`src/rtl/seq_arb.sv`:
```
// seq_arb: round-robin scheduler in front of a single pattern sequencer.
//
// Each requester presents a table of SEQ_CNT steps {value, dur}. When the
// block is idle, the first requester at or above the round-robin pointer
// wins. Its table is latched and played on SEQ: each step's value is held
// for dur+1 cycles. A single FIN cycle then pulses DONE to the winner.
// ABORT during a run drops straight back to idle without a DONE pulse.
//
// Ports:
//   CLK   - clock
//   RST   - synchronous active-high reset
//   REQ   - level request, one bit per requester
//   PTN   - step tables. Requester r is in slice r (r=0 at the LSBs).
//           Step 0 is the most significant field of a slice.
//           Each step is {value[BW_SEQ], dur[BW_DUR]}.
//   ABORT - terminate the current run (honoured only while running)
//   GNT   - one-hot grant, held for the whole run
//   DONE  - one-cycle completion pulse to the granted requester
//   BUSY  - high while running and during the FIN cycle
//   SEQ   - registered sequence output, RV when not running
module seq_arb #(
  parameter int                NREQ    = 2,
  parameter int                BW_SEQ  = 6,
  parameter int                SEQ_CNT = 6,
  parameter int                BW_DUR  = 3,
  parameter logic [BW_SEQ-1:0] RV      = 6'b000001
) (
  input  logic                                          CLK,
  input  logic                                          RST,
  input  logic [NREQ-1:0]                               REQ,
  input  logic [NREQ*SEQ_CNT*(BW_SEQ+BW_DUR)-1:0]       PTN,
  input  logic                                          ABORT,
  output logic [NREQ-1:0]                               GNT,
  output logic [NREQ-1:0]                               DONE,
  output logic                                          BUSY,
  output logic [BW_SEQ-1:0]                             SEQ
);

  localparam int SW = BW_SEQ + BW_DUR;
  localparam int TW = SEQ_CNT * SW;
  localparam int PW = $clog2(NREQ);
  localparam int CW = $clog2(SEQ_CNT);
  localparam logic [CW-1:0] LAST = CW'(SEQ_CNT - 1);
  localparam logic [PW-1:0] PMAX = PW'(NREQ - 1);

  typedef enum logic [1:0] {IDLE, RUN, FIN} state_t;

  state_t              state_q, state_d;
  logic [PW-1:0]       ptr_q, ptr_d;
  logic [PW-1:0]       gidx_q, gidx_d;
  logic [CW-1:0]       step_q, step_d;
  logic [BW_DUR-1:0]   timer_q, timer_d;
  logic [TW-1:0]       tbl_q, tbl_d;
  logic [BW_SEQ-1:0]   seq_q, seq_d;
  logic [NREQ-1:0]     gnt_q, gnt_d;
  logic [NREQ-1:0]     done_q, done_d;
  logic                busy_q, busy_d;

  logic                win_any;
  logic [PW-1:0]       win_idx;
  logic [PW-1:0]       cand;
  logic [TW-1:0]       win_tbl;

  // Step 0 lives in the most significant field of a table.
  function automatic logic [BW_SEQ-1:0] step_val(input logic [TW-1:0] t,
                                                 input logic [CW-1:0] k);
    return t[(SEQ_CNT - 1 - int'(k)) * SW + BW_DUR +: BW_SEQ];
  endfunction

  function automatic logic [BW_DUR-1:0] step_dur(input logic [TW-1:0] t,
                                                 input logic [CW-1:0] k);
    return t[(SEQ_CNT - 1 - int'(k)) * SW +: BW_DUR];
  endfunction

  function automatic logic [PW-1:0] ptr_after(input logic [PW-1:0] g);
    return (g == PMAX) ? '0 : g + PW'(1);
  endfunction

  function automatic logic [NREQ-1:0] onehot(input logic [PW-1:0] g);
    logic [NREQ-1:0] v;
    v    = '0;
    v[g] = 1'b1;
    return v;
  endfunction

  // Round-robin search: first set request at or above the pointer, wrapping.
  always_comb begin
    win_any = 1'b0;
    win_idx = '0;
    cand    = '0;
    for (int i = 0; i < NREQ; i++) begin
      cand = PW'((int'(ptr_q) + i) % NREQ);
      if (!win_any && REQ[cand]) begin
        win_any = 1'b1;
        win_idx = cand;
      end
    end
  end

  assign win_tbl = PTN[int'(win_idx) * TW +: TW];

  always_comb begin
    state_d = state_q;
    ptr_d   = ptr_q;
    gidx_d  = gidx_q;
    step_d  = step_q;
    timer_d = timer_q;
    tbl_d   = tbl_q;
    seq_d   = seq_q;
    gnt_d   = gnt_q;
    done_d  = '0;
    busy_d  = busy_q;
    case (state_q)
      IDLE: begin
        if (win_any) begin
          state_d = RUN;
          gidx_d  = win_idx;
          tbl_d   = win_tbl;
          step_d  = '0;
          timer_d = '0;
          seq_d   = step_val(win_tbl, '0);
          gnt_d   = onehot(win_idx);
          busy_d  = 1'b1;
        end
      end
      RUN: begin
        // ABORT outranks the terminal count of the last step.
        if (ABORT) begin
          state_d = IDLE;
          seq_d   = RV;
          gnt_d   = '0;
          busy_d  = 1'b0;
          ptr_d   = ptr_after(gidx_q);
        end else if (timer_q == step_dur(tbl_q, step_q)) begin
          if (step_q == LAST) begin
            state_d = FIN;
            done_d  = gnt_q;
            gnt_d   = '0;
            seq_d   = RV;
            ptr_d   = ptr_after(gidx_q);
          end else begin
            step_d  = step_q + CW'(1);
            timer_d = '0;
            seq_d   = step_val(tbl_q, step_q + CW'(1));
          end
        end else begin
          timer_d = timer_q + BW_DUR'(1);
        end
      end
      FIN: begin
        state_d = IDLE;
        busy_d  = 1'b0;
      end
      default: begin
        state_d = IDLE;
      end
    endcase
  end

  // Registered control and outputs
  always_ff @(posedge CLK) begin
    if (RST) begin
      state_q <= IDLE;
      ptr_q   <= '0;
      gidx_q  <= '0;
      step_q  <= '0;
      timer_q <= '0;
      seq_q   <= RV;
      gnt_q   <= '0;
      done_q  <= '0;
      busy_q  <= 1'b0;
    end else begin
      state_q <= state_d;
      ptr_q   <= ptr_d;
      gidx_q  <= gidx_d;
      step_q  <= step_d;
      timer_q <= timer_d;
      seq_q   <= seq_d;
      gnt_q   <= gnt_d;
      done_q  <= done_d;
      busy_q  <= busy_d;
    end
  end

  // Latched step table (pure data, only meaningful while a run is active)
  always_ff @(posedge CLK) begin
    tbl_q <= tbl_d;
  end

  assign GNT  = gnt_q;
  assign DONE = done_q;
  assign BUSY = busy_q;
  assign SEQ  = seq_q;

endmodule

```
`config.mk`:
```
export PLATFORM = sky130hd
export DESIGN_NAME = seq_arb
export DESIGN_NICKNAME = d
export VERILOG_FILES = /design/src/rtl/seq_arb.sv
export SDC_FILE = /design/constraint.sdc
export NUM_CORES = 1
export LEC_CHECK = 0
export CAP_MARGIN = 10
export CORE_MARGIN = 10
export CORE_UTILIZATION = 56
export DETAILED_ROUTE_END_ITERATION = 8
export PLACE_DENSITY = 0.88
export SLEW_MARGIN = 20
export SYNTH_ARGS = -nofsm -noshare
export SYNTH_HDL_FRONTEND = slang
export SYNTH_SLANG_ARGS = --single-unit
```
`constraint.sdc`:
```
create_clock -name CLK -period 6.19 [get_ports CLK]
set_input_delay 1.857 -clock CLK [delete_from_list [all_inputs] [get_ports CLK]]
set_output_delay 1.857 -clock CLK [all_outputs]
set_load 0.005 [all_outputs]
```
==> results of run 1 <==
==> synth_stat cells, drive strengths merged, types with 14 or more instances <==
cell | n | area [µm²]
o21ai | 21 | 116
dfxtp | 21 | 420
nand2 | 212 | 796
mux2 | 14 | 161
nand3 | 17 | 85.1
nor3 | 15 | 80.1
edfxtp | 54 | 1620
mux4 | 79 | 1780
clkbuf | 27 | 101
mux2i | 44 | 440
nor2 | 51 | 191
buf | 38 | 264
a21oi | 26 | 134
inv | 17 | 63.8
ha | 18 | 225
==> flip-flops by register name, indices dropped and copies added (netlist names) <==
name and count:
state_q 2, timer_q 3, step_q 3, GNT 2, BUSY 1, SEQ 6, tbl_q 54, DONE 2
ptr_q 1, gidx_q 1
==> layer usage <==
metal  wire, µm  global-route usage [%]  up-vias
met1       9290                    33.6     3539
met3       2850                    6.92      124
met5          0                       0        -
met2      11400                    40.5      563
li1           -                       -     3254
met4       1620                    17.5        0
==> kinds of logic (layout without fill, tap and decap cells) <==
| group | Yosys count | after routing | share of synthesized area (%) |
|---|---|---|---|
| buf+inv | 85 | 170 | 5.66 |
| simple gates | 355 | 355 | 20.1 |
| compound gates | 133 | 133 | 12.6 |
| flops | 75 | 75 | 26.3 |
| fa+ha+maj | 18 | 18 | 2.90 |
| xor+xnor | 13 | 13 | 1.80 |
| mux | 137 | 137 | 30.6 |
==> stage by stage <==
stage | total power [W] | util (%) | setup slack, ns | instance area, µm² | instances
after floorplan | 0.00153 | - | 0.995 | 7770 | 816
after detailed placement | 0.00192 | 67.1 | 1.16 | 8990 | 1061
after global placement | 0.00188 | 67.1 | 1.42 | 8990 | 1061
after CTS | 0.00249 | 69.4 | 1.12 | 9300 | 1077
final | 0.00252 | 69.5 | 1.05 | 9310 | 1077
after global routing | 0.00261 | 69.5 | 0.604 | 9310 | 1077
==> worst max-delay path, cell delays in order, from the launching register on <==
cell	delay, ns
dfxtp_4	0.66
ha_4	0.51
clkinv_1	0.46
ha_1	0.52
xor2_1	0.20
ha_1	0.32
xor2_2	0.51
buf_12	0.25
nor2_1	0.07
nor3_1	0.26
a21oi_1	0.10
o311ai_0	0.30
a31oi_1	0.07
or4b_1	0.49
a21oi_1	0.15
mux2_1	0.17
==> layout make-up <==
type	instances	area, µm²
Tap cell	176	220
Timing Repair Buffer	134	1330
Multi-Input combinational cell	656	5330
Fill cell	965	4090
Clock inverter	5	77.6
Inverter	20	76.3
Clock buffer	11	233
Sequential cell	75	2050
==> final timing paths <==
path	from	end	cells past startpoint
hold reg to reg	SEQ[5]	SEQ[5]	2
setup / recovery	step_q[0]	SEQ[4]	15
hold / removal	SEQ[5]	SEQ[5]	2
setup reg to reg	step_q[0]	SEQ[4]	15
==> power by group through the flow <==
| stage | combinational (W) | sequential [W] | clock [W] |
|---|---|---|---|
| 2_1_floorplan | 0.000738 | 0.000796 | 0 |
| 3_3_place_gp | 0.00101 | 0.000865 | 0 |
| 3_5_place_dp | 0.00104 | 0.000882 | 0 |
| 4_1_cts | 0.00104 | 0.000873 | 0.000567 |
| 5_1_grt | 0.00113 | 0.000900 | 0.000584 |
| 6_report | 0.00107 | 0.000887 | 0.000564 |
==> summary.md, run 1 <==
| Metric | Value |
|---|---|
| Hpwl dp | 18300 µm |
| Async set or reset register ratio after synthesis | 0% |
| Core area | ~13000 µm² |
| Hold Buf Count CTS | 0 |
| RD Place Congestion | 1.08 |
| Root Driver | clkbuf_16 |
| Power density cells | roughly 270 nW/µm² |
| Slew Viols, Final | 0 |
| WP data arrival | approximately 5.4 ns |
| Most frequent cells in the layout | nand2_1 (212), clkdlybuf4s50_1 (123), mux4_2 (79), edfxtp_1 (54), nor2_1 (51) |
| Final Net Count | ~1000 |
| CTS Buf Count | 9 |
| Via count | between 7000 and 8000 |
| Worst hold-check path type | reg2reg |
| Vias in the first global route | ~7300 |
| Worst setup EP type | register |
| Setup bufs post-CTS | 0 |
| Share of the yosys chip area belonging to registers | 26.3% |
| Die Y-Extent | between 100 and 150 µm |
| Clock slew at reported path FFs | 0.06 ns |
| Final Hold Fails | 0 |
| Drt total wl | between 20000 and 30000 µm |
| Leak | about 3.5 nW |
| Seq cells post-synth | between 70 and 80 |
| H-tree Lvls | 3 |
| CTS tree | done |
| # IOs | between 100 and 150 |
| Comb pwr share | around 42% |
| Worst IR Drop VDD | ~0.16 mV |
| CP max FO | 34 |
| Drc violations | 0 |
| Antenna violations before repair | 0 |
| Skew final | a little under 0.01 ns |
| Total grt overflow | 0 |
| Final hold slack | around 0.47 ns |
| Post-Syn Area per Cell | ~9.5 µm² |
| Port Buf Inserts | ~120 |
| Synth Net Count | 947 |
| Die width | approximately 140 µm |
| Clock sink total | 75 |
| Cts repair resizes | 0 |
| Most common cell after layout, fill and taps aside | nand2_1 |
| Layout area overhead | 19.8% |
| DRT iter0 DRCs | 1192 |
| First-pass GRT wire length | approximately 40000 µm |
| Pint | approximately 0.0016 W |
| Net Sw Power | between 0.0009 and 0.001 W |
| Setup CP Type | reg2reg |
| Count of cell types in the netlist | 83 |
| Antenna cell count | 0 |
| Critical Path RT | 6.48 ns |
| Tcrit/Tclk final | between 80 and 90% |
| Flop2flop setup slack | ~1.0 ns |
| Final min period | 5.14 ns |
| Worst-case clock buffer depth | 2 |
| Overall Global Routing Usage | between 20 and 30% |
| Full die area | around 19000 µm² |
| Fmax | slightly below 0.2 GHz |
| RSZ-0062 raised after global routing | no |
| CP Launch Type | register |
| Warnings from Yosys | 0 |
| Syn Std Cell Area | between 7000 and 8000 µm² |
| Starting Density | 58.0% |
| Antenna Nets Post-Route | 0 |
| Seq pwr share | between 30% and 40% |
| Clk_lat worst skew | between 0.3 and 0.4 ns |
| Pin count of the biggest net entering global routing | 77 |
| Part of the power in the clock network | between 20% and 30% |
| # rows | 42 |
| Slew headroom | between 20% and 30% |
| Avg WL per Cell | roughly 23 µm |
| Worst-margin pin slew | around 1.1 ns |
| Ys flop type | edfxtp_1 |
| Vias/cell | 6.95 |
| Sw frac | 37.8% |
| First-pass DRT Iterations | 6 |
| Layout cell share with drive strength beyond 1 | approximately 15% |
| Max-Cap Viols | 0 |
| TNS Setup | 0 ns |
| Post-synth EDFFs | 54 |
| Gate Count Post-Synth | about 800 |
| Setup-failing EPs final | 0 |
| Outcome | finished, final reports clean |
No activity file was read; power rests on OpenSTA's default activity.
==> run 2, diff against run 1 <==
==> constraint.sdc (replaced) <==
create_clock -name CLK -period 5.2 [get_ports CLK]
set_input_delay 1.56 -clock CLK [delete_from_list [all_inputs] [get_ports CLK]]
set_output_delay 1.56 -clock CLK [all_outputs]
set_load 0.005 [all_outputs]
==> summary.md, run 2 (synthesized netlist as in run 1, its figures left out) <==
| Metric | Value |
|---|---|
| Antenna Nets Post-Route | 0 |
| # IOs | 124 |
| RD Place Congestion | around 1 |
| RSZ-0062 raised after global routing | no |
| First-pass GRT wire length | between 30000 and 40000 µm |
| Worst-case clock buffer depth | 2 |
| Antenna violations before repair | 0 |
| Die Y-Extent | about 140 µm |
| Final min period | around 4.2 ns |
| Max reg flops | 54 |
| Skew final | a little over 0.008 ns |
| Final Hold Fails | 0 |
| Total grt overflow | 0 |
| Pint | 0.00183 W |
| Sw frac | around two fifths |
| Drt total wl | ~25000 µm |
| CTS tree | done |
| Clk_lat worst skew | ~0.35 ns |
| Worst IR Drop VDD | between 0.15 and 0.2 mV |
| Cts repair resizes | 0 |
| WP data arrival | 4.45 ns |
| CP Cell Sequence | buf_4, ha_1, ha_1, nor3b_1, a31oi_1, a311oi_1, o32a_2, xnor2_4, o211a_1, o21ai_4, mux2_1 |
| TNS Setup | 0 ns |
| Critical Path RT | about 5.4 ns |
| Part of the power in the clock network | between 20% and 30% |
| DRT iter0 DRCs | between 1000 and 1500 |
| Final Net Count | slightly above 1000 |
| Comb pwr share | 42.1% |
| Port Buf Inserts | approximately 120 |
| Vias/cell | approximately 6.9 |
| Seq pwr share | between 30% and 40% |
| Bufs and invs on worst path | 1 |
| Net Sw Power | ~0.0011 W |
| Full die area | roughly 19000 µm² |
| Worst setup EP type | register |
| # rows | 42 |
| Clock sink total | between 70 and 80 |
| DR WL met3 | 3460 µm |
| Hold Buf Count CTS | 0 |
| Setup bufs post-CTS | 0 |
| Crit path max-delay cell type | buf_4 |
| Via count | roughly 7500 |
| Die width | around 140 µm |
| Pin count of the biggest net entering global routing | 70 |
| Root Driver | clkbuf_16 |
| Worst-margin pin slew | 0.928 ns |
| Layout cell share with drive strength beyond 1 | ~16% |
| Tcrit/Tclk final | between 80% and 90% |
| Power, Total | around 0.0030 W |
| Slew headroom | a little under two fifths |
| Fmax | between 0.2 and 0.25 GHz |
| Avg WL per Cell | about 23 µm |
| Slowest stage delay, CP | around 0.64 ns |
| First-pass DRT Iterations | 6 |
| Core area | 13400 µm² |
| Vias in the first global route | approximately 7300 |
| Delay-heaviest family, CP | compound AO/OA/AOI/OAI gates |
| Setup-failing EPs final | 0 |
| Setup CP Type | reg2reg |
| Clock slew at reported path FFs | 0.06 ns |
| Layout area overhead | 20.2% |
| Biggest register | tbl_q |
| Most common cell after layout, fill and taps aside | nand2_1 |
| Leak | approximately 3.5 nW |
| Most frequent cells in the layout | nand2_1 (212), clkdlybuf4s50_1 (123), mux4_2 (79), edfxtp_1 (54), nor2_1 (51) |
| Met1 wire length | between 9000 and 10000 µm |
| Outcome | finished, final reports clean |
| CTS Buf Count | 9 |
| Antenna cell count | 0 |
| Worst hold-check path type | reg2reg |
| H-tree Lvls | 3 |
| Overall Global Routing Usage | roughly a quarter |
| Drc violations | 0 |
| Starting Density | about three fifths |
| CP max FO | 55 |
| Max-Cap Viols | 0 |
| Slew Viols, Final | 0 |
| DR WL met2 | 11400 µm |
| CP Launch Type | register |
| CP most frequent cell | ha_1 |
| Hpwl dp | approximately 18000 µm |
| Power density cells | around 320 nW/µm² |
| Max layer used | met4 |
-- run 2: cell count changes in the layout (fill, tap and decap cells not counted), moves of 2 or more --
cell / before / now
clkinv_2: 2 / 0
buf_4: 10 / 20
clkbuf_1: 2 / 0
clkinv_4: 1 / 3
-- run 2: power by group through the flow --
stage	sequential, W	clock (W)	combinational [W]
after floorplan	0.000948	0	0.000878
after global placement	0.00104	0	0.00120
after detailed placement	0.00106	0	0.00122
after CTS	0.00105	0.000636	0.00123
after global routing	0.00108	0.000663	0.00133
final	0.00108	0.000636	0.00125
-- run 2: through the flow --
stage / instances / cell area, µm² / setup slack [ns] / hold slack [ns] / util, %
4_1_cts: 1086 / 9350 / 0.980 / 0.498 / 69.8
2_1_floorplan: 816 / 7770 / 0.00528 / 0.454 / -
3_5_place_dp: 1070 / 9050 / 0.988 / 0.479 / 67.5
5_1_grt: 1086 / 9350 / 0.678 / 0.524 / 69.8
6_report: 1086 / 9350 / 0.977 / 0.501 / 69.8
3_3_place_gp: 1070 / 9050 / 1.09 / 0.484 / 67.5
-- run 2: final timing paths --
path              from  endpoint  slack, ns  cells after the start
max          step_q[1]    SEQ[4]       0.98                     11
min             SEQ[3]    SEQ[3]       0.50                      2
max reg2reg  step_q[1]    SEQ[4]       0.98                     11
min reg2reg     SEQ[3]    SEQ[3]       0.50                      2
-- run 2: worst reg2reg max path, stage by stage, from the launching register on --
cell and delay (ns):
dfxtp_2 0.38, buf_4 0.64, ha_1 0.29, ha_1 0.41, nor3b_1 0.63, a31oi_1 0.18, a311oi_1 0.28, o32a_2 0.25
xnor2_4 0.09, o211a_1 0.27, o21ai_4 0.34, mux2_1 0.35
-- run 2: layout make-up --
class,count,area (µm²)
clock buffers,9,225
clock inverters,7,76.3
fillers,980,4050
inverters,20,75.1
multi-input cells,656,5320
flip-flops and latches,75,2050
well taps,176,220
repair buffers,143,1380
-- run 2: routing by layer --
metal	GRT usage, %	vias up
li1	-	3286
met1	34.7	3474
met2	40.3	652
met3	7.17	102
met4	9.91	0
met5	0	-
==> run 3, diff against run 2 <==
==> constraint.sdc (replaced) <==
create_clock -name CLK -period 3.9 [get_ports CLK]
set_input_delay 1.17 -clock CLK [delete_from_list [all_inputs] [get_ports CLK]]
set_output_delay 1.17 -clock CLK [all_outputs]
set_load 0.005 [all_outputs]
==> summary.md, run 3 (synthesized netlist as in run 1, its figures left out) <==
| Metric | Value |
|---|---|
| Final min period | 3.80 ns |
| Via count | between 7000 and 8000 |
| Final hold slack | about 0.48 ns |
| First-pass DRT Iterations | 6 |
| Hold Buf Count CTS | 0 |
| Setup-failing EPs final | 0 |
| Setup CP Type | reg2reg |
| Layout area overhead | 26.0% |
| Bufs and invs on worst path | 1 |
| Avg WL per Cell | ~23 µm |
| Clock slew at reported path FFs | 0.06 ns |
| Fmax | about 0.26 GHz |
| Core area | between 10000 and 15000 µm² |
| Critical Path RT | approximately 4.2 ns |
| First-pass GRT wire length | slightly above 40000 µm |
| DRT iter0 DRCs | approximately 1200 |
| Starting Density | about 58% |
| Antenna violations before repair | 0 |
| Clk_lat worst skew | roughly 0.35 ns |
| Worst R2R End | SEQ[4] |
| # rows | between 40 and 50 |
| H-tree Lvls | 3 |
| Skew final | around 0.011 ns |
| RSZ-0062 raised after global routing | no |
| Hold path endpoint | SEQ[3] |
| CP Launch Type | register |
| Hpwl dp | about 19000 µm |
| Die Y-Extent | ~140 µm |
| Worst setup EP type | register |
| Tcrit/Tclk final | a little over nine tenths |
| Biggest register | tbl_q |
| Max reg flops | between 50 and 60 |
| Worst-case clock buffer depth | 2 |
| Worst hold stages | 2 |
| Slew Viols, Final | 0 |
| CP max FO | 5 |
| Vias/cell | approximately 6.8 |
| Setup bufs post-CTS | 0 |
| Delay-heaviest family, CP | simple AND/OR/NAND/NOR gates |
| Final Net Count | 1067 |
| Worst IR Drop VDD | ~0.26 mV |
| Max-Cap Viols | 0 |
| Most frequent cells in the layout | nand2_1 (212), clkdlybuf4s50_1 (123), mux4_2 (79), edfxtp_1 (54), nor2_1 (51) |
| Slew headroom | around 54% |
| Flop2flop setup slack | 0.10 ns |
| # fillers | slightly below 1000 |
| Reg2Reg Depth | 15 |
| Register area | around 2000 µm² |
| Most common cell after layout, fill and taps aside | nand2_1 |
| CP Cell Sequence | ha_1, xor2_1, buf_4, ha_4, and2_1, ha_4, a221oi_4, nor3_2, or2_1, or4_1, o311ai_1, a21boi_1, or4b_1, a21oi_1, mux2_4 |
| Port Buf Inserts | roughly 120 |
| Total grt overflow | 0 |
| Worst hold-check path type | reg2reg |
| Full die area | 19000 µm² |
| Power density cells | 414 nW/µm² |
| Hold Startpoint | SEQ[3] |
| RD Place Congestion | 1.08 |
| Pin count of the biggest net entering global routing | 73 |
| Multi-input combinational cell area | about 5400 µm² |
| CTS tree | done |
| WP data arrival | slightly above 4 ns |
| Overall Global Routing Usage | roughly 27% |
| Clock sink total | 75 |
| Vias in the first global route | approximately 7400 |
| # IOs | between 100 and 150 |
| Worst r2r src | step_q[0] |
| CTS Buf Count | 9 |
| Crit path max-delay cell type | or4b_1 |
| Root Driver | clkbuf_16 |
| Layout cell share with drive strength beyond 1 | approximately a fifth |
| Antenna cell count | 0 |
| Final Hold Fails | 0 |
| Power, Total | between 0.004 and 0.005 W |
| Final core occ | roughly 73% |
| Antenna Nets Post-Route | 0 |
| Worst-margin pin slew | roughly 0.69 ns |
| Drc violations | 0 |
| Outcome | finished, final reports clean |
| CP most frequent cell | ha_4 |
| Leak | 3.71 nW |
| Drt total wl | approximately 26000 µm |
| Die width | 138 µm |
| Slowest stage delay, CP | ~0.53 ns |
==> run 3: changes by cell type in the layout (fill, tap and decap cells not counted), moves of 2 or more <==
| cell | previous run | this run |
|---|---|---|
| nor3_1 | 14 | 12 |
| xor2_1 | 3 | 1 |
| ha_1 | 17 | 13 |
| clkbuf_16 | 9 | 12 |
| buf_4 | 20 | 43 |
| ha_4 | 1 | 4 |
| buf_12 | 0 | 3 |
| clkinv_4 | 3 | 0 |
| nor3_2 | 1 | 3 |
| buf_6 | 0 | 3 |
| inv_4 | 0 | 2 |
==> run 3: repair_timing <==
action / CTS / global route
setup endpoints to repair: 1 / 14
pin swaps: 0 / 1
resized for setup: 1 / 12
endpoints found under the hold margin: 0 / 0
gates cloned: 0 / 1
==> run 3: worst max path at each step <==
stage / from / to / slack, ns / depth (start not counted)
3_5_place_dp: step_q[1] / SEQ[5] / 0.09 / 12
5_1_grt: step_q[0] / SEQ[4] / 0.007 / 15
6_report: step_q[0] / SEQ[4] / 0.10 / 15
2_1_floorplan: step_q[1] / SEQ[4] / -0.43 / 22
3_3_place_gp: step_q[1] / timer_q[0] / 0.19 / 11
4_1_cts: step_q[1] / timer_q[0] / 0.08 / 11
==> run 3: area by class of cell <==
class | instances | share of cell area (%)
multi-input cells | 656 | 55.3
well taps | 176 | 2.25
clock inverters | 2 | 0.128
repair buffers | 174 | 17.4
inverters | 20 | 0.970
flip-flops and latches | 75 | 20.9
clock buffers | 14 | 3.06
==> run 3: power by group <==
part	internal [W]	switching [W]
Clock	0.000534	0.000334
Sequential	0.00109	0.000303
Combinational	0.000912	0.000885
==> run 3: metal layers <==
layer  wire length, µm  GRT usage, %  vias to the layer above
met5                 0             0                        -
met4              1100          12.8                        0
met3              3370          7.98                      102
met2             12200          42.9                      587
met1              9480          34.2                     3551
li1                  -             -                     3351
==> run 3: worst min-delay path, stage by stage (launching register included) <==
cell and delay [ns]:
dfxtp_1 0.31, nand2_1 0.05, mux2i_1 0.06
==> run 3: per-stage QoR <==
stage               instance area (µm²)  setup TNS (ns)  worst slack (ns)  instances
floorplan                          7910           -1.38            -0.426        816
CTS                                9710               0            0.0781       1116
global placement                   9390               0             0.189       1100
detailed placement                 9390               0            0.0895       1100
global route                       9800               0           0.00688       1117
finish                             9800               0             0.100       1117
